[config.mk]
export PLATFORM = sky130hd
export DESIGN_NAME = flash_boot_loader
export DESIGN_NICKNAME = d
export VERILOG_FILES = /design/src/rtl/flash_boot_loader_pkg.sv /design/src/rtl/flash_boot_loader.sv
export SDC_FILE = /design/constraint.sdc
export NUM_CORES = 1
export LEC_CHECK = 0
export ABC_CLOCK_PERIOD_IN_PS = 2900
export CORE_MARGIN = 2
export CORE_UTILIZATION = 40
export DETAILED_ROUTE_END_ITERATION = 10
export PLACE_DENSITY = 0.75
export RECOVER_POWER = 25
export SLEW_MARGIN = 0
export SYNTH_ARGS = -nofsm -noshare
export SYNTH_HDL_FRONTEND = slang
export SYNTH_SLANG_ARGS = --single-unit
[constraint.sdc]
create_clock -name clk -period 2.9 [get_ports clk]
set_clock_uncertainty 0.15 [all_clocks]
set_input_delay 0.58 -clock clk [delete_from_list [all_inputs] [get_ports clk]]
set_output_delay 0.58 -clock clk [all_outputs]
set_load 0.005 [all_outputs]
[src/rtl/flash_boot_loader_pkg.sv]
// Shared widths, FSM encoding and sizing helper for the boot-time flash-to-RAM copier.
package flash_boot_loader_pkg;

  localparam int unsigned FlashAw = 22;
  localparam int unsigned RamAw   = 20;
  localparam int unsigned WordW   = 32;
  localparam int unsigned HalfW   = 16;

  typedef enum logic [2:0] {
    StIdle,
    StRdLo,
    StRdHi,
    StWr,
    StFin
  } state_e;

  // Counter width able to hold 0..count; never zero so a zero-length copy still elaborates.
  function automatic int unsigned idx_width(input int unsigned count);
    return (count == 0) ? 1 : $clog2(count + 1);
  endfunction

endpackage

[src/rtl/flash_boot_loader.sv]
// Boot copy engine: reads halfword pairs from flash, packs them into words and writes them
// to RAM, holding the CPU stalled until the image copy has finished.
module flash_boot_loader
  import flash_boot_loader_pkg::*;
#(
  parameter logic [FlashAw-1:0] FLASH_BASE = '0,
  parameter logic [RamAw-1:0]   RAM_BASE   = '0,
  parameter int unsigned        WORD_COUNT = 1024,
  parameter bit                 AUTO_START = 1'b1
) (
  input  logic               clk,
  input  logic               rst,
  input  logic               start,
  output logic               flash_req,
  output logic [FlashAw-1:0] flash_addr,
  input  logic               flash_ready,
  input  logic [HalfW-1:0]   flash_rdata,
  output logic               ram_we,
  output logic [RamAw-1:0]   ram_addr,
  output logic [WordW-1:0]   ram_wdata,
  input  logic               ram_ack,
  output logic               busy,
  output logic               done,
  output logic               cpu_stall
);

  localparam int unsigned IdxW = idx_width(WORD_COUNT);
  localparam logic [IdxW-1:0] LastIdx = IdxW'((WORD_COUNT == 0) ? 0 : WORD_COUNT - 1);

  state_e           state_q, state_d;
  logic [IdxW-1:0]  idx_q, idx_d;
  logic [HalfW-1:0] lo_q, lo_d;
  logic [HalfW-1:0] hi_q, hi_d;
  logic             done_q, done_d;
  logic             hold_q, hold_d;
  logic             auto_q;

  always_ff @(posedge clk) begin
    if (rst) begin
      state_q <= StIdle;
      idx_q   <= '0;
      lo_q    <= '0;
      hi_q    <= '0;
      done_q  <= 1'b0;
      hold_q  <= AUTO_START;
      auto_q  <= AUTO_START;
    end else begin
      state_q <= state_d;
      idx_q   <= idx_d;
      lo_q    <= lo_d;
      hi_q    <= hi_d;
      done_q  <= done_d;
      hold_q  <= hold_d;
      // Auto-start is only honoured on the first cycle out of reset.
      auto_q  <= 1'b0;
    end
  end

  always_comb begin
    state_d = state_q;
    idx_d   = idx_q;
    lo_d    = lo_q;
    hi_d    = hi_q;
    done_d  = done_q;
    hold_d  = hold_q;
    unique case (state_q)
      StIdle: begin
        if (start || auto_q) begin
          done_d  = 1'b0;
          idx_d   = '0;
          state_d = (WORD_COUNT == 0) ? StFin : StRdLo;
        end
      end
      StRdLo: begin
        if (flash_ready) begin
          lo_d    = flash_rdata;
          state_d = StRdHi;
        end
      end
      StRdHi: begin
        if (flash_ready) begin
          hi_d    = flash_rdata;
          state_d = StWr;
        end
      end
      StWr: begin
        if (ram_ack) begin
          idx_d   = idx_q + IdxW'(1);
          state_d = (idx_q == LastIdx) ? StFin : StRdLo;
        end
      end
      StFin: begin
        // done and release of the boot stall become visible together on return to idle.
        done_d  = 1'b1;
        hold_d  = 1'b0;
        state_d = StIdle;
      end
      default: state_d = StIdle;
    endcase
  end

  always_comb begin
    flash_req  = (state_q == StRdLo) || (state_q == StRdHi);
    ram_we     = (state_q == StWr);
    flash_addr = '0;
    ram_addr   = '0;
    ram_wdata  = '0;
    if (flash_req) begin
      flash_addr = FLASH_BASE + (FlashAw'(idx_q) << 1) + FlashAw'(state_q == StRdHi);
    end
    if (ram_we) begin
      ram_addr  = RAM_BASE + RamAw'(idx_q);
      ram_wdata = {hi_q, lo_q};
    end
    busy      = flash_req || ram_we;
    done      = done_q;
    cpu_stall = busy || hold_q;
  end

endmodule

==> reports/qor.json <==
{
  "status": {"value": "finished clean"},
  "post_synth_most_frequent_cells": {"value": "74 x nand2_1, 52 x and2_1, 49 x dfxtp_1, 44 x a21oi_1, 22 x buf_4"},
  "max_slew.worst_pin.slew": {"value": 1.44, "unit": "ns"},
  "final_layout_size_suffix_gt1_share": {"value": 6.12, "unit": "%"},
  "largest_net_degree_at_the_start_of_global_routing": {"value": 35},
  "worst-endpoint-arrival": {"value": 1.92, "unit": "ns"},
  "clock_tree.buffer_depth": {"value": 2},
  "final.hold.worst_slack": {"value": 0.303, "unit": "ns"},
  "netlist_instances": {"value": 320},
  "grt_first_pass_wirelength": {"value": 9.78, "unit": "mm"},
  "power-per-cell-area": {"value": 385, "unit": "nW/um^2"},
  "timing.final.ws_setup": {"value": 0.248, "unit": "ns"},
  "worstSetupStartpointType": {"value": "register"},
  "max_slew_margin": {"value": 3.74, "unit": "%"},
  "synth_enable_flop_cells": {"value": 0},
  "drt_first_iter_violations": {"value": 72},
  "maximum_capacitance_violations": {"value": 0},
  "top_family_by_delay_on_critical_path": {"value": "buffers and inverters"},
  "ir_drop": {"value": 0.000246, "unit": "V"},
  "worst_hold_startpoint": {"value": "hold_q"},
  "ys_seq_elements": {"value": 49},
  "gr-total-overflow": {"value": 0},
  "post-synth-top-area-fraction": {"value": 39.9, "unit": "%"},
  "synth_top_cell_by_area": {"value": "dfxtp_1"},
  "totalWireLength": {"value": 5.98, "unit": "mm"},
  "crit_slowest_cell": {"value": "clkdlybuf4s50_1"},
  "timing.rr.start": {"value": "state_q[2]"},
  "die_area": {"value": 6790, "unit": "sq um"},
  "clk-insertion-delay-late": {"value": 0.29, "unit": "ns"},
  "critical_path.max_stage_delay": {"value": 0.52, "unit": "ns"},
  "cp_cell_sequence": {"value": "and3_1, buf_4, and2_1, clkdlybuf4s50_1"},
  "die_w": {"value": 82.4, "unit": "microns"},
  "largest_fanout_on_the_critical_path": {"value": 26},
  "h-tree-depth": {"value": 2},
  "drv_slew": {"value": 0},
  "min-delay-path-class": {"value": "reg -> reg"},
  "nNetsFinal": {"value": 414},
  "tns": {"value": 0, "unit": "ns"},
  "share_of_synthesized_registers_carrying_an_async_set_or_reset": {"value": 0, "unit": "%"},
  "ioPinCount": {"value": 100},
  "grt_pass1_vias": {"value": 2130},
  "rsz_0062_raised_after_global_routing": {"value": "no"},
  "routed-via-count": {"value": 2257},
  "post_drt_via_cell_ratio": {"value": 4.83},
  "synth.lib_cells_used.distinct": {"value": 39},
  "ys.warnings.count": {"value": 0},
  "cts_num_sinks": {"value": 49},
  "r2r.worst_path.cells": {"value": 5},
  "core-area": {"value": 5920, "unit": "sq um"},
  "initial_utilization": {"value": 41.5, "unit": "%"},
  "antenna_found_initial": {"value": 0},
  "drt.antenna.violating_nets": {"value": 0},
  "cts_made_buffers": {"value": 5},
  "preCtsSetupSlack": {"value": 0.448, "unit": "ns"},
  "timing.critical_path.to_type": {"value": "primary output"},
  "timing.critical_path.required": {"value": 2.17, "unit": "ns"},
  "yosys_most_used_dff": {"value": "dfxtp_1"},
  "vertical_die_dimension": {"value": 82.4, "unit": "microns"},
  "worst_r2r_dst": {"value": "hi_q[13]"},
  "cts.root.buffer_cell": {"value": "clkbuf_8"},
  "ys_top_cells_by_area": {"value": "dfxtp_1 40%, and2_1 13%, nand2_1 11%, a21oi_1 9.0%, buf_4 6.7%"},
  "average_footprint_of_a_synthesized_cell": {"value": 7.69, "unit": "sq um"},
  "port-buffer-count": {"value": 80},
  "finalSetupViolations": {"value": 0},
  "synth_sequential_area_ratio": {"value": 39.9, "unit": "%"},
  "synthesis.area": {"value": 2460, "unit": "sq um"},
  "worst_hold_path.endpoint": {"value": "hold_q"},
  "synthMostInstantiatedCell": {"value": "nand2_1"},
  "fmaxAchievable": {"value": 377, "unit": "MHz"},
  "gp_routability_congestion": {"value": 0.808},
  "tritoncts": {"value": "built"},
  "path_buf_inv": {"value": 2},
  "rrSetupSlack": {"value": 1.10, "unit": "ns"},
  "route.detailed.drc": {"value": 0},
  "total_power": {"value": 1.28, "unit": "mW"},
  "post-cts-setup-buffers": {"value": 0},
  "antennaDiodeCount": {"value": 0},
  "all_layer_global_routing_usage": {"value": 18.5, "unit": "%"},
  "fp-row-count": {"value": 28},
  "hold_viol": {"value": 0},
  "place.detailed.hpwl": {"value": 4.24, "unit": "mm"},
  "routed_wire_length_per_instance": {"value": 12.8, "unit": "microns"},
  "hold_path_depth": {"value": 1},
  "cts.clk_slew.worst_paths": {"value": 0.08, "unit": "ns"},
  "period_needed": {"value": 2.65, "unit": "ns"},
  "cellLeakagePower": {"value": 1.19, "unit": "nW"},
  "first_pass_iters": {"value": 4},
  "area_growth": {"value": 35.0, "unit": "%"},
  "period_share": {"value": 91.5, "unit": "%"},
  "worst_setup_path_category": {"value": "reg -> out"}
}
[routing by layer]
metal  track usage [%]  routed length, microns  up-vias
li1                  -                       -     1159
met1              23.2                    2750     1020
met2              31.5                    2800       72
met3              4.78                     378        6
met4              4.67                      57        0
met5                 0                       0        -
[layout by cell type (no fill, tap or decap), drive strengths merged, types with 5 or more instances in the layout]
cell           Yosys  layout
or4                6       6
nor2               5       5
clkbuf            12       7
dfxtp             49      49
nand2             75      75
clkdlybuf4s50      0      77
o31ai              7       7
conb               1      19
a21oi             45      45
buf               27       5
and2              54      54
[state kept, by name, summed over array words and instances, names as in the netlist]
signal	flops
hi_q	16
lo_q	16
idx_q	11
state_q	3
auto_q	1
done	1
hold_q	1
[worst max path at each step]
stage / from / to / depth (start not counted)
6_report: state_q[1] / ram_wdata[13] / 4
5_1_grt: state_q[1] / ram_wdata[13] / 4
4_1_cts: state_q[1] / ram_wdata[13] / 4
3_5_place_dp: start / idx_q[10] / 5
3_3_place_gp: state_q[1] / ram_wdata[13] / 4
2_1_floorplan: state_q[1] / ram_addr[0] / 5
[cell type report]
| class | instances | area [sq um] |
|---|---|---|
| clock buffers | 6 | 82.6 |
| clock inverters | 1 | 7.51 |
| fillers | 558 | 2600 |
| inverters | 3 | 11.3 |
| multi-input cells | 247 | 1300 |
| flip-flops and latches | 49 | 983 |
| well taps | 75 | 93.8 |
| repair buffers | 86 | 842 |
[metrics by stage]
stage	instance area (sq um)	std cells	util, %
global placement	3230	460	54.6
finish	3320	467	56.1
floorplan	2530	338	-
CTS	3320	467	56.1
global route	3320	467	56.1
detailed placement	3230	460	54.6
[cell families after synthesis]
| family | Yosys count | synth area share [%] |
|---|---|---|
| compound gates | 59 | 13.3 |
| xor+xnor | 1 | 0.356 |
| fa+ha+maj | 1 | 0.509 |
| buf+inv | 42 | 10.0 |
| flops | 49 | 39.9 |
| mux | 2 | 0.814 |
| other cells | 1 | 0.152 |
| simple gates | 165 | 35.0 |
[power breakdown]
part           internal [mW]  switching, mW
Clock                  0.189          0.213
Sequential             0.694         0.0169
Combinational         0.0694         0.0956
[timing repair]
action | 4_1_cts | 5_1_grt
resized for setup | 0 | 2
endpoints found under the setup margin | 0 | 1
hold buffers | 0 | 0
(Power assumes the default switching activity.)
